[src/rtl/mul_iter.sv]
// mul_iter - iterative (multi-cycle) integer multiplier.
//
// Retires BITS_PER_CYCLE multiplier bits per clock. The multiplier works on
// operand magnitudes and applies the product sign at the end. Operands are
// unsigned or two's complement, selected per transaction. Valid/ready
// handshakes are used on both the input and the output side.
//
// Parameters:
//   WIDTH          operand width; must be >= 4 and a multiple of BITS_PER_CYCLE
//   BITS_PER_CYCLE multiplier bits consumed per RUN cycle; 1, 2 or 4
//
// Ports:
//   clk        rising-edge clock
//   rst        asynchronous active-high reset
//   in_valid   operands presented
//   in_ready   block idle and able to accept operands
//   in_a       multiplicand (WIDTH)
//   in_b       multiplier (WIDTH)
//   in_signed  1: in_a/in_b are two's complement; 0: unsigned
//   out_valid  out_p holds a completed product
//   out_ready  consumer accepts out_p
//   out_p      exact product (2*WIDTH)
//
// Optional build macro:
//   MUL_ITER_EARLY_TERM_EN  finish as soon as the remaining multiplier bits
//                           are all zero. Result values are identical either
//                           way; only latency changes.

module mul_iter #(
    parameter int unsigned WIDTH          = 32,
    parameter int unsigned BITS_PER_CYCLE = 2
) (
    input  logic                 clk,
    input  logic                 rst,
    input  logic                 in_valid,
    output logic                 in_ready,
    input  logic [WIDTH-1:0]     in_a,
    input  logic [WIDTH-1:0]     in_b,
    input  logic                 in_signed,
    output logic                 out_valid,
    input  logic                 out_ready,
    output logic [2*WIDTH-1:0]   out_p
);

    localparam int unsigned K     = WIDTH / BITS_PER_CYCLE;
    localparam int unsigned PW    = 2 * WIDTH;
    localparam int unsigned CNT_W = $clog2(K + 1);

    typedef enum logic [1:0] {
        IDLE,
        RUN,
        DONE
    } state_t;

    state_t             state_q,     state_d;
    logic [PW-1:0]      mcand_q,     mcand_d;
    logic [WIDTH-1:0]   mplier_q,    mplier_d;
    logic [PW-1:0]      acc_q,       acc_d;
    logic [CNT_W-1:0]   cnt_q,       cnt_d;
    logic               neg_q,       neg_d;
    logic               out_valid_q, out_valid_d;
    logic [PW-1:0]      out_p_q,     out_p_d;

    logic [WIDTH-1:0]   a_mag;
    logic [WIDTH-1:0]   b_mag;
    logic [PW-1:0]      partial;
    logic [PW-1:0]      acc_next;
    logic [PW-1:0]      mcand_next;
    logic [WIDTH-1:0]   mplier_next;
    logic [PW-1:0]      result;
    logic               last_step;

    // Magnitudes. Negating the most-negative value wraps back to itself,
    // which read as unsigned is exactly 2^(WIDTH-1), so no extra bit is needed.
    always_comb begin
        a_mag = (in_signed && in_a[WIDTH-1]) ? -in_a : in_a;
        b_mag = (in_signed && in_b[WIDTH-1]) ? -in_b : in_b;
    end

    // One radix-2^BITS_PER_CYCLE step: shift-and-add over the low multiplier bits.
    always_comb begin
        partial = '0;
        for (int unsigned i = 0; i < BITS_PER_CYCLE; i++) begin
            if (mplier_q[i]) begin
                partial = partial + (mcand_q << i);
            end
        end
        acc_next    = acc_q + partial;
        mcand_next  = mcand_q << BITS_PER_CYCLE;
        mplier_next = mplier_q >> BITS_PER_CYCLE;
        // Two's-complement negate of a zero magnitude stays zero.
        result      = neg_q ? -acc_next : acc_next;
`ifdef MUL_ITER_EARLY_TERM_EN
        last_step   = (cnt_q == CNT_W'(1)) || (mplier_next == '0);
`else
        last_step   = (cnt_q == CNT_W'(1));
`endif
    end

    always_comb begin
        state_d     = state_q;
        mcand_d     = mcand_q;
        mplier_d    = mplier_q;
        acc_d       = acc_q;
        cnt_d       = cnt_q;
        neg_d       = neg_q;
        out_valid_d = out_valid_q;
        out_p_d     = out_p_q;

        case (state_q)
            IDLE: begin
                if (in_valid) begin
                    mcand_d  = {{WIDTH{1'b0}}, a_mag};
                    mplier_d = b_mag;
                    neg_d    = in_signed & (in_a[WIDTH-1] ^ in_b[WIDTH-1]);
                    acc_d    = '0;
                    cnt_d    = CNT_W'(K);
                    state_d  = RUN;
                end
            end

            RUN: begin
                acc_d    = acc_next;
                mcand_d  = mcand_next;
                mplier_d = mplier_next;
                cnt_d    = cnt_q - CNT_W'(1);
                if (last_step) begin
                    out_p_d     = result;
                    out_valid_d = 1'b1;
                    state_d     = DONE;
                end
            end

            DONE: begin
                // out_p keeps its value after hand-off; only out_valid drops.
                if (out_ready) begin
                    out_valid_d = 1'b0;
                    state_d     = IDLE;
                end
            end

            default: begin
                state_d = IDLE;
            end
        endcase
    end

    always_ff @(posedge clk or posedge rst) begin
        if (rst) begin
            state_q     <= IDLE;
            mcand_q     <= '0;
            mplier_q    <= '0;
            acc_q       <= '0;
            cnt_q       <= '0;
            neg_q       <= 1'b0;
            out_valid_q <= 1'b0;
            out_p_q     <= '0;
        end else begin
            state_q     <= state_d;
            mcand_q     <= mcand_d;
            mplier_q    <= mplier_d;
            acc_q       <= acc_d;
            cnt_q       <= cnt_d;
            neg_q       <= neg_d;
            out_valid_q <= out_valid_d;
            out_p_q     <= out_p_d;
        end
    end

    assign in_ready  = (state_q == IDLE);
    assign out_valid = out_valid_q;
    assign out_p     = out_p_q;

endmodule

[config.mk]
export PLATFORM = sky130hd
export DESIGN_NAME = mul_iter
export DESIGN_NICKNAME = d
export VERILOG_FILES = /design/src/rtl/mul_iter.sv
export SDC_FILE = /design/constraint.sdc
export NUM_CORES = 1
export LEC_CHECK = 0
export ABC_AREA = 1
export CAP_MARGIN = 20
export CORE_MARGIN = 2
export CORE_UTILIZATION = 35
export CTS_CLUSTER_DIAMETER = 150
export CTS_CLUSTER_SIZE = 14
export DETAILED_ROUTE_END_ITERATION = 12
export GPL_ROUTABILITY_DRIVEN = 0
export PLACE_DENSITY = 0.61
export SETUP_SLACK_MARGIN = 0.1
export SLEW_MARGIN = 5
export SYNTH_ARGS = -nofsm -noshare
export SYNTH_HDL_FRONTEND = slang
export SYNTH_SLANG_ARGS = --single-unit
[constraint.sdc]
create_clock -name clk -period 9.2 [get_ports clk]
set_clock_uncertainty 0.2 [all_clocks]
set_input_delay 1.38 -clock clk [delete_from_list [all_inputs] [get_ports clk]]
set_output_delay 1.38 -clock clk [all_outputs]
set_load 0.005 [all_outputs]
# After elaboration in Yosys (flattened, before gate mapping)
# Index checks and enable logic that the tools add are counted.
[op_classes]
n_bitwise = 2
eq_ne = 6
n_reduce_logical = 10
n_addsub = 6
mux = 20
[op_table]
columns = ["operator", "n"]
rows = [
  ["$mux W64", 5],
  ["$pmux W64 S2", 2],
  ["$add A64 B64 Y64", 2],
  ["$mux W32", 3],
  ["$neg A32 Y32", 2],
  ["$neg A64 Y64", 1],
  ["$pmux W32 S2", 1],
  ["$pmux W5 S2", 1],
  ["$mux W2", 3],
  ["$ne A2 B2 Y1 const B", 3],
  ["$pmux W2 S3", 1],
  ["$reduce_and A2 Y1", 3],
  ["$reduce_and A3 Y1", 2],
  ["$eq A5 B1 Y1 const B", 1],
  ["$mux W5", 1],
  ["$sub A5 B1 Y5 const B", 1],
  ["$reduce_bool A2 Y1", 2],
  ["$eq A2 B1 Y1 const B", 1],
  ["$eq A2 B2 Y1 const B", 1],
  ["$logic_and A1 B1 Y1", 2],
  ["$logic_not A2 Y1", 1],
  ["$mux W1", 2],
  ["$pmux W1 S2", 1],
  ["$and A1 B1 Y1", 1],
  ["$xor A1 B1 Y1", 1],
]
[totals]
register_bits = 233
out_inout_bits = 66
inputBits = 69
elab_cells = 52

# Longest topological paths before layout
# Gate-level depths: netlist of run 1.
[depth]
word_depth = 6
mapped_depth = 45
mapped_depth_nobuf = 43

# Worst setup path after synthesis of run 1
# OpenSTA, ideal clock, no wires.
[synth_path]
path_type = "register to register"
startpoint = "register mplier_q[0]"
endpoint = "register out_p_q[57] (netlist: out_p[57])"
setup_time_ps = 118
path_buffers = 2
stages_incl_launch_ff = 36
required_time_ps = 8882
period_less_slack_ps = 5098
t_arrival_ps = 4781
setup_slack_ps = 4102
path_cell_list = "dfrtp_1 -> buf_2 -> clkbuf_1 -> nand2_1 -> inv_1 -> ha_1 -> inv_1 -> fa_1 -> nor2_1 -> nand2_1 -> a21oi_1 -> nand2_1 -> nand2_2 -> a21oi_2 -> o21bai_2 -> a21oi_1 -> o21ai_0 -> nand2_1 -> nand3_1 -> o21ai_0 -> ha_1 -> nand2_1 -> nor2_1 -> inv_1 -> nor2_1 -> nand2_1 -> nor3_1 -> nand2_1 -> nand4_1 -> nand2_1 -> nor2_1 -> nand2_1 -> o21ai_1 -> nand4_1 -> nand3_1 -> nand2_1"
[synth_via]
elab_chain_cells = 6
[synth_rtl]
columns = ["element", "line", "text"]
rows = [
  ["from (decl)", "57", "logic [WIDTH-1:0] mplier_q, mplier_d;"],
  ["from (signal assigned)", "161", "mplier_q <= mplier_d;"],
  ["$mux W64 (*)", "84", "if (mplier_q[i]) begin"],
  ["$add A64 B64 Y64", "85", "partial = partial + (mcand_q << i);"],
  ["$mux W64 (*)", "84", ""],
  ["$add A64 B64 Y64 (*)", "88", "acc_next = acc_q + partial;"],
  ["$neg A64 Y64", "92", "result = neg_q ? -acc_next : acc_next;"],
  ["$mux W64 (*)", "92", ""],
  ["to (signal assigned)", "166", "out_p_q <= out_p_d;"],
  ["to (decl)", "62", "logic [PW-1:0] out_p_q, out_p_d;"],
]
# Mark *: on every way between the ends. The rest lies on a longest branch, timed or not.
# A chain may end at the register's enable or synchronous reset.

# Worst setup path in the final report of run 1
[layout_path]
startpoint = "register mplier_q[0]"
endpoint = "register out_p_q[63] (netlist: out_p[63])"
# Same word-level chain as after synthesis.

==> impl_metrics.yaml, run 1 <==
run_status:
  status: "completed"
critical_path:
  critical_path_class: "reg2reg"
  cp_common_cell: "nand2_1"
  slowest_stage: "buf_4"
  cp_data_required_time_ns: 9.44
  crit_path_start_kind: "flop"
  end_kind: "flop"
  critPathMaxFanout: 68
  critPathMaxStageDelay_ns: 0.54
  worstPathArrival_ns: 6.89
sta:
  slew_violations: 0
  min_period_ns: 6.65
  finalSetupViolCount: 0
  worst_pin_slew_ns: 1.14
  rsz0062_at_grt: "no"
  max_freq_ghz: 0.150
  period_share_pct: 72.3
  final-hold-violation-count: 0
  maxSlewHeadroom_pct: 23.4
  setup-tns-final_ns: 0
clock_network:
  cts_buffer_depth: 3
  htreeDepth: 1
  cts_hold_buf: 0
  cts-root-buf: "clkbuf_16"
  path_clk_slew_ns: 0.07
  cts_resized: 0
  clock-sinks: 233
  cts_buffers: 21
  insertion_delay_ns: 0.57
  post-cts-setup-buffers: 0
  cts_tree: "yes"
yosys:
  synth-seq-area-share_pct: 24.6
  ys_ff_latch: 233
  ys_types: 60
  syn_avg_cell_area_um2: 5.98
  synth_ff_type: "dfrtp_1"
  yosys-top-cells-area: "dfrtp_1 (25%), nand2_1 (20%), inv_1 (10%)"
  yosys.area.top_type_share_pct: 24.6
  synth.net_count: 4135
  synthesis.area_um2: 23700
  yosys_warnings: 0
  synthCells: 3956
  synth_area_leader_cell: "dfrtp_1"
  synthTopCellsByCount: "nand2_1 (1264), inv_1 (637), nor2_1 (365)"
  synth_edf_count: 0
  yosysMostFrequentCell: "nand2_1"
  synthArstFlopShare_pct: 100
drt:
  wirelength_um: 80800
  num_vias: 25100
  final_antenna_net_count: 0
  wire_per_inst_um: 16.4
  drc_errors: 0
  drt_pass1_iterations: 8
  dr.first_iter.drc_count: 2406
  via_per_inst: 5.11
floorplan:
  start_util_pct: 35.3
  die_area_um2: 69700
  die_w_um: 264
  row_count: 95
  core-area_um2: 67000
  ioPinCount: 135
  dieHeight_um: 264
global_routing:
  grt_util_all_layers_pct: 22.8
  grt_max_degree: 130
  antenna_found_initial: 2
  grt_pass1_wl_um: 127000
  grt_overflow: 0
  grt_pass1_vias: 23300
finish:
  drive_above_1_share_pct: 4.33
  syn_to_final_growth_pct: 11.8
  final_nets: 4218
power_and_ir_drop:
  leakage_nw: 13.6
  power.density_nw_per_um2: 423
  power_mw: 11.2
  ir_drop_mv: 0.165
place:
  dp_hpwl_um: 64700
  port-buffer-count: 134
flow_run:
  maxCapViolations: 0
worst_hold_path:
  hold_class: "reg2reg"
## cell families (layout without fill, tap and decap cells)
logic type | after synthesis | count (layout) | share of synthesized area (%)
muxes | 1 | 1 | 0.0423
buffers and inverters | 746 | 831 | 11.9
xor gates and xnor gates | 124 | 124 | 4.72
AOI/OAI and AO/OA | 679 | 679 | 16.2
adders and majority gates | 110 | 110 | 5.88
DFF | 233 | 233 | 24.6
and+or+nand+nor | 2063 | 2063 | 36.7
other | 0 | 1 | 0
## placed cells by master (no fill, tap or decap), types with 35 or more instances in the layout
cell / Yosys / routed
dfrtp_1: 233 / 230
a22oi_1: 55 / 55
inv_1: 637 / 635
o22ai_1: 35 / 35
o21ai_0: 324 / 324
nand3_1: 207 / 207
nand4_1: 52 / 52
nand2_2: 38 / 38
nand2_1: 1264 / 1264
clkdlybuf4s50_1: 0 / 134
a21oi_1: 144 / 144
nor2_1: 365 / 362
xor2_1: 94 / 94
ha_1: 108 / 108
## power by group
| group | switching, mW | internal [mW] | leakage (nW) |
|---|---|---|---|
| logic | 5.82 | 2.61 | 10.4 |
| registers | 0.401 | 1.52 | 2.92 |
| clock network | 0.428 | 0.411 | 0.269 |
| total | 6.65 | 4.54 | 13.6 |
## flip-flops by register name, indices dropped and copies added (netlist names)
name	cells
out_valid	1
acc_q	64
state_q	2
out_p	64
mplier_q	32
neg_q	1
mcand_q	64
cnt_q	5
## routing by layer
| layer | GRT usage, % | up-vias | part of all wire, % |
|---|---|---|---|
| met2 | 35.5 | 847 | 43 |
| li1 | - | 12800 | - |
| met1 | 32.1 | 11400 | 47 |
| met4 | 8.02 | 0 | 3.8 |
| met5 | 0 | - | 0 |
| met3 | 3.09 | 156 | 6.7 |
## worst max-delay path, delay by kind of cell (launching register included)
kind	cells	cell delay (ns)
simple gates	28	3.83
compound gates	3	0.50
buf+inv	3	0.70
fa+ha+maj	3	0.95
flops	1	0.34
## through the flow
stage	hold slack (ns)	utilization [%]	instance area (µm²)	setup slack, ns	cells
2_1_floorplan	0.249	-	23700	1.23	3956
3_3_place_gp	0.266	38.6	25900	2.73	4889
3_5_place_dp	0.267	38.6	25900	2.72	4889
4_1_cts	0.283	39.5	26500	2.72	4914
5_1_grt	0.314	39.5	26500	2.07	4915
6_report	0.282	39.5	26500	2.55	4915
## cell type report
cell class                      instances  area, µm²
Sequential cell                       233       5830
Clock buffer                           22        529
Antenna cell                            1       2.50
Inverter                              658       2480
Timing Repair Buffer                  148       1460
Tap cell                              873       1090
Clock inverter                          3       25.0
Multi-Input combinational cell       2977      15000
Fill cell                            7455      40600
## worst paths after layout
path                                              start                     end  slack (ns)  cells past startpoint
worst max-delay path            mplier_q[0]$_DFFE_PP0P_   out_p[63]$_DFFE_PP0P_        2.55                     37
worst min-delay path              out_p[11]$_DFFE_PP0P_   out_p[11]$_DFFE_PP0P_        0.28                      2
worst max register to register  mplier_q[0]$_DFFE_PP0P_   out_p[63]$_DFFE_PP0P_        2.55                     37
worst min register to register    out_p[11]$_DFFE_PP0P_   out_p[11]$_DFFE_PP0P_        0.28                      2
max in group asynchronous                           rst   out_p[16]$_DFFE_PP0P_        6.30                      3
min in group asynchronous                           rst  mcand_q[3]$_DFFE_PP0P_        1.18                      2
Note: power is estimated with default switching activity, not from simulation.
==> run 2, diff against run 1 <==
==> constraint.sdc (replaced) <==
create_clock -name clk -period 6.2 [get_ports clk]
set_clock_uncertainty 0.2 [all_clocks]
set_input_delay 0.93 -clock clk [delete_from_list [all_inputs] [get_ports clk]]
set_output_delay 0.93 -clock clk [all_outputs]
set_load 0.005 [all_outputs]
==> impl_metrics.yaml, run 2 (same netlist as run 1, synthesis figures left out) <==
sta:
  rsz0062_at_grt: "yes"
  maxSlewHeadroom_pct: 27.7
  min_period_ns: 5.84
  fin_hold_ws_ns: 0.279
  worst_pin_slew_ns: 1.08
  slew_violations: 0
  max_freq_ghz: 0.171
  final-hold-violation-count: 0
  period_share_pct: 94.2
  finalSetupViolCount: 0
  setup-tns-final_ns: 0
drt:
  final_antenna_net_count: 0
  wire_per_inst_um: 16.3
  num_vias: 25200
  drc_errors: 0
  wirelength_um: 81100
  drt_pass1_iterations: 8
  via_per_inst: 5.07
  dr.first_iter.drc_count: 2198
floorplan:
  core-area_um2: 67000
  start_util_pct: 35.3
  dieHeight_um: 264
  die_area_um2: 69700
  row_count: 95
  ioPinCount: 135
  die_w_um: 264
critical_path:
  cp_data_required_time_ns: 6.44
  slowest_stage: "dfrtp_2"
  critPathMaxFanout: 19
  rr_worst_depth: 30
  cp-endpoint: "out_p[62]$_DFFE_PP0P_"
  r2r_slack_ns: 0.36
  crit_path_start_kind: "flop"
  regToRegStartpoint: "mplier_q[0]$_DFFE_PP0P_"
  cp-startpoint: "mplier_q[0]$_DFFE_PP0P_"
  critical_path_class: "reg2reg"
  worstPathArrival_ns: 6.08
  end_kind: "flop"
  cp_common_cell: "nand2_1"
  reg2reg_to: "out_p[62]$_DFFE_PP0P_"
  critPathMaxStageDelay_ns: 0.46
finish:
  layout_common_cells: "nand2_1 (1260), inv_1 (635), nor2_1 (355)"
  syn_to_final_growth_pct: 14.4
  stdcell_count: 4969
  drive_above_1_share_pct: 6.49
  num-fill-cells: 7343
  final_nets: 4272
  multi_input_area_um2: 15200
  seqCellArea_um2: 5830
  final_common_cell: "nand2_1"
  n_antenna_cell: 0
clock_network:
  cts_tree: "yes"
  clock-sinks: 233
  htreeDepth: 1
  cts-root-buf: "clkbuf_16"
  path_clk_slew_ns: 0.09
  insertion_delay_ns: 0.56
  cts_buffers: 20
  cts_buffer_depth: 3
global_routing:
  grt_overflow: 0
  grt_pass1_vias: 23700
  antenna_found_initial: 1
  grt_max_degree: 136
  grt_pass1_wl_um: 127000
  grt_util_all_layers_pct: 22.8
flow_run:
  maxCapViolations: 0
run_status:
  status: "completed"
power_and_ir_drop:
  leakage_nw: 13.9
  power.density_nw_per_um2: 634
  power_mw: 17.2
  ir_drop_mv: 0.245
place:
  port-buffer-count: 134
  dp_cells: 4930
  dp_hpwl_um: 65300
worst_hold_path:
  hold_class: "reg2reg"
[run 2: routing by layer]
metal	vias to the layer above	track usage [%]	routed length [µm]
met5	-	0	0
met1	11300	32.1	38400
met3	154	2.43	4770
met4	0	7.74	3040
li1	12900	-	-
met2	774	36.2	34900
[run 2: worst min-delay path by stage]
stage                           from                     to  cells after the start
5_1_grt         cnt_q[3]$_DFFE_PP0P_   cnt_q[3]$_DFFE_PP0P_                      1
3_3_place_gp   out_p[27]$_DFFE_PP0P_  out_p[27]$_DFFE_PP0P_                      2
2_1_floorplan   cnt_q[4]$_DFFE_PP0P_   cnt_q[4]$_DFFE_PP0P_                      1
3_5_place_dp   out_valid$_DFFE_PP0P_  out_valid$_DFFE_PP0P_                      2
4_1_cts        out_p[27]$_DFFE_PP0P_  out_p[27]$_DFFE_PP0P_                      2
6_report        cnt_q[3]$_DFFE_PP0P_   cnt_q[3]$_DFFE_PP0P_                      1
[run 2: layout make-up]
class                      instances  area share [%]
clock buffer                      24            1.98
clock inverter                     1           0.111
inverter                         658            9.13
multi-input combinational       2977            56.2
sequential                       233            21.5
tap                              873            4.03
timing repair buffer             203            7.02
[run 2: what timing repair did]
action                                  in CTS  in global routing
resized for setup                            0                 48
hold buffers                                 0                  0
setup buffers                                0                 13
endpoints found under the setup margin       0                 32
[run 2: where the power goes]
| group | total, mW | switching [mW] | internal [mW] | leakage [nW] |
|---|---|---|---|---|
| Combinational | 13.0 | 8.81 | 4.23 | 10.7 |
| Clock | 1.26 | 0.614 | 0.646 | 0.276 |
| Sequential | 2.85 | 0.595 | 2.25 | 2.92 |
| Total | 17.2 | 10.0 | 7.14 | 13.9 |
[run 2: per-stage QoR]
step	utilization (%)	cell area [µm²]	setup slack (ns)
after detailed placement	39.1	26200	0.251
final	40.4	27100	0.359
after CTS	40.0	26800	0.212
after floorplan	-	23700	1.10
after global placement	39.1	26200	0.263
after global routing	40.4	27100	0.0681
[run 2: worst max-delay path: cells and delay by family, from the launching register on]
kind	cells	cell delay [ns]
buffers and inverters	4	0.54
AOI/OAI and AO/OA	7	1.41
and+or+nand+nor	17	2.30
adders and majority gates	2	0.80
DFF	1	0.46
==> run 3, diff against run 2 <==
--- a/config.mk
+++ b/config.mk
@@ -9,7 +9,7 @@
 export CAP_MARGIN = 20
 export CORE_MARGIN = 2
 export CORE_UTILIZATION = 35
-export CTS_CLUSTER_DIAMETER = 150
+export CTS_CLUSTER_DIAMETER = 200
 export CTS_CLUSTER_SIZE = 14
 export DETAILED_ROUTE_END_ITERATION = 12
 export GPL_ROUTABILITY_DRIVEN = 0
==> impl_metrics.yaml, run 3 (same netlist as run 1, synthesis figures left out) <==
clock_network:
  htreeDepth: 1
  path_clk_slew_ns: 0.08
  clock-sinks: 233
  cts_buffer_depth: 3
  cts_tree: "yes"
  cts_buffers: 20
  insertion_delay_ns: 0.57
  cts-root-buf: "clkbuf_16"
power_and_ir_drop:
  seqPwrFrac_pct: 16.6
  power_switching_mw: 10.0
  leakage_nw: 13.9
  power.density_nw_per_um2: 633
  switching_share_pct: 58.6
  combPwrFrac_pct: 76.3
  clkPwrFrac_pct: 7.1
  ir_drop_mv: 0.246
  internal-power_mw: 7.09
  power_mw: 17.1
sta:
  period_share_pct: 93.6
  final-hold-violation-count: 0
  slew_violations: 0
  finalSetupViolCount: 0
  rsz0062_at_grt: "no"
  fin_hold_ws_ns: 0.279
  setup-tns-final_ns: 0
  maxSlewHeadroom_pct: 22.5
  max_freq_ghz: 0.172
  worst_pin_slew_ns: 1.16
  min_period_ns: 5.80
  fin_ws_ns: 0.399
critical_path:
  crit_family: "simple AND/OR/NAND/NOR gates"
  cp_data_required_time_ns: 6.44
  reg2reg_to: "out_p[62]$_DFFE_PP0P_"
  crit_buf_inv: 4
  critical_path_class: "reg2reg"
  worstPathArrival_ns: 6.04
  regToRegStartpoint: "mplier_q[0]$_DFFE_PP0P_"
  crit_path_start_kind: "flop"
  end_kind: "flop"
  r2r_slack_ns: 0.40
  slowest_stage: "dfrtp_2"
  critPathMaxStageDelay_ns: 0.47
  rr_worst_depth: 30
  critPathMaxFanout: 19
  cp_common_cell: "nand2_1"
floorplan:
  row_count: 95
  core-area_um2: 67000
  die_area_um2: 69700
  dieHeight_um: 264
  die_w_um: 264
  ioPinCount: 135
  start_util_pct: 35.3
finish:
  final_core_util_pct: 40.4
  stdcell_count: 4968
  syn_to_final_growth_pct: 14.4
  stdcell_area_um2: 27100
  num-fill-cells: 7350
  drive_above_1_share_pct: 6.52
  layout_common_cells: "nand2_1 (1260), inv_1 (635), nor2_1 (355)"
  final_common_cell: "nand2_1"
  n_antenna_cell: 0
  final_nets: 4272
worst_hold_path:
  hold_depth: 1
  hold_start: "cnt_q[3]$_DFFE_PP0P_"
  worst_hold_path.endpoint: "cnt_q[3]$_DFFE_PP0P_"
  hold_class: "reg2reg"
global_routing:
  grt_max_degree: 136
  grt_overflow: 0
  grt.met1_usage_pct: 31.8
  grt_pass1_vias: 23700
  use_met2_pct: 36.1
  grt.met3_usage_pct: 2.84
  antenna_found_initial: 2
  busiest_layer: "met2"
  grt_util_all_layers_pct: 22.8
  grt_pass1_wl_um: 127000
place:
  placed_area_um2: 26200
  dp_hpwl_um: 65300
  dp_cells: 4930
  dp_slack_ns: 0.251
  port-buffer-count: 134
flow_run:
  maxCapViolations: 0
drt:
  drt_pass1_iterations: 6
  drc_errors: 0
  final_antenna_net_count: 0
  dr.first_iter.drc_count: 2201
  wirelength_um: 81100
  num_vias: 25200
  via_per_inst: 5.07
  wire_per_inst_um: 16.3
run_status:
  status: "completed"
-- run 3: layer usage --
| metal | up-vias | share of wire (%) |
|---|---|---|
| met2 | 751 | 43 |
| met1 | 11400 | 47 |
| met5 | - | 0 |
| li1 | 12900 | - |
| met4 | 0 | 4.0 |
| met3 | 165 | 6.1 |
-- run 3: how the worst max path moves through the flow --
stage | from | endpoint | slack [ns] | depth (start not counted)
CTS | mplier_q[0]$_DFFE_PP0P_ | out_p[62]$_DFFE_PP0P_ | 0.22 | 31
global route | mplier_q[0]$_DFFE_PP0P_ | out_p[57]$_DFFE_PP0P_ | 0.06 | 34
finish | mplier_q[0]$_DFFE_PP0P_ | out_p[62]$_DFFE_PP0P_ | 0.40 | 30
global placement | mplier_q[0]$_DFFE_PP0P_ | out_p[62]$_DFFE_PP0P_ | 0.26 | 31
detailed placement | mplier_q[0]$_DFFE_PP0P_ | out_p[62]$_DFFE_PP0P_ | 0.25 | 31
floorplan | mplier_q[0]$_DFFE_PP0P_ | out_p[57]$_DFFE_PP0P_ | 1.10 | 35
-- run 3: cell type report --
| type | count | area [µm²] | area share, % |
|---|---|---|---|
| clock buffer | 23 | 533 | 1.97 |
| clock inverter | 1 | 7.51 | 0.0277 |
| inverter | 658 | 2470 | 9.14 |
| multi-input combinational | 2977 | 15200 | 56.2 |
| sequential | 233 | 5830 | 21.6 |
| tap | 873 | 1090 | 4.04 |
| timing repair buffer | 203 | 1900 | 7.03 |
-- run 3: power groups by stage --
stage               Combinational, mW  Sequential (mW)  Clock, mW
floorplan                        8.69             2.68          0
global placement                 12.5             2.86          0
detailed placement               12.6             2.86          0
CTS                              12.6             2.84       1.26
global route                     14.6             2.94       1.30
finish                           13.1             2.85       1.21
-- run 3: what timing repair did --
item	4_1_cts	5_1_grt
setup endpoints to repair	0	32
setup buffers	0	13
hold buffers	0	0
endpoints found under the hold margin	0	0
resized for setup	0	49
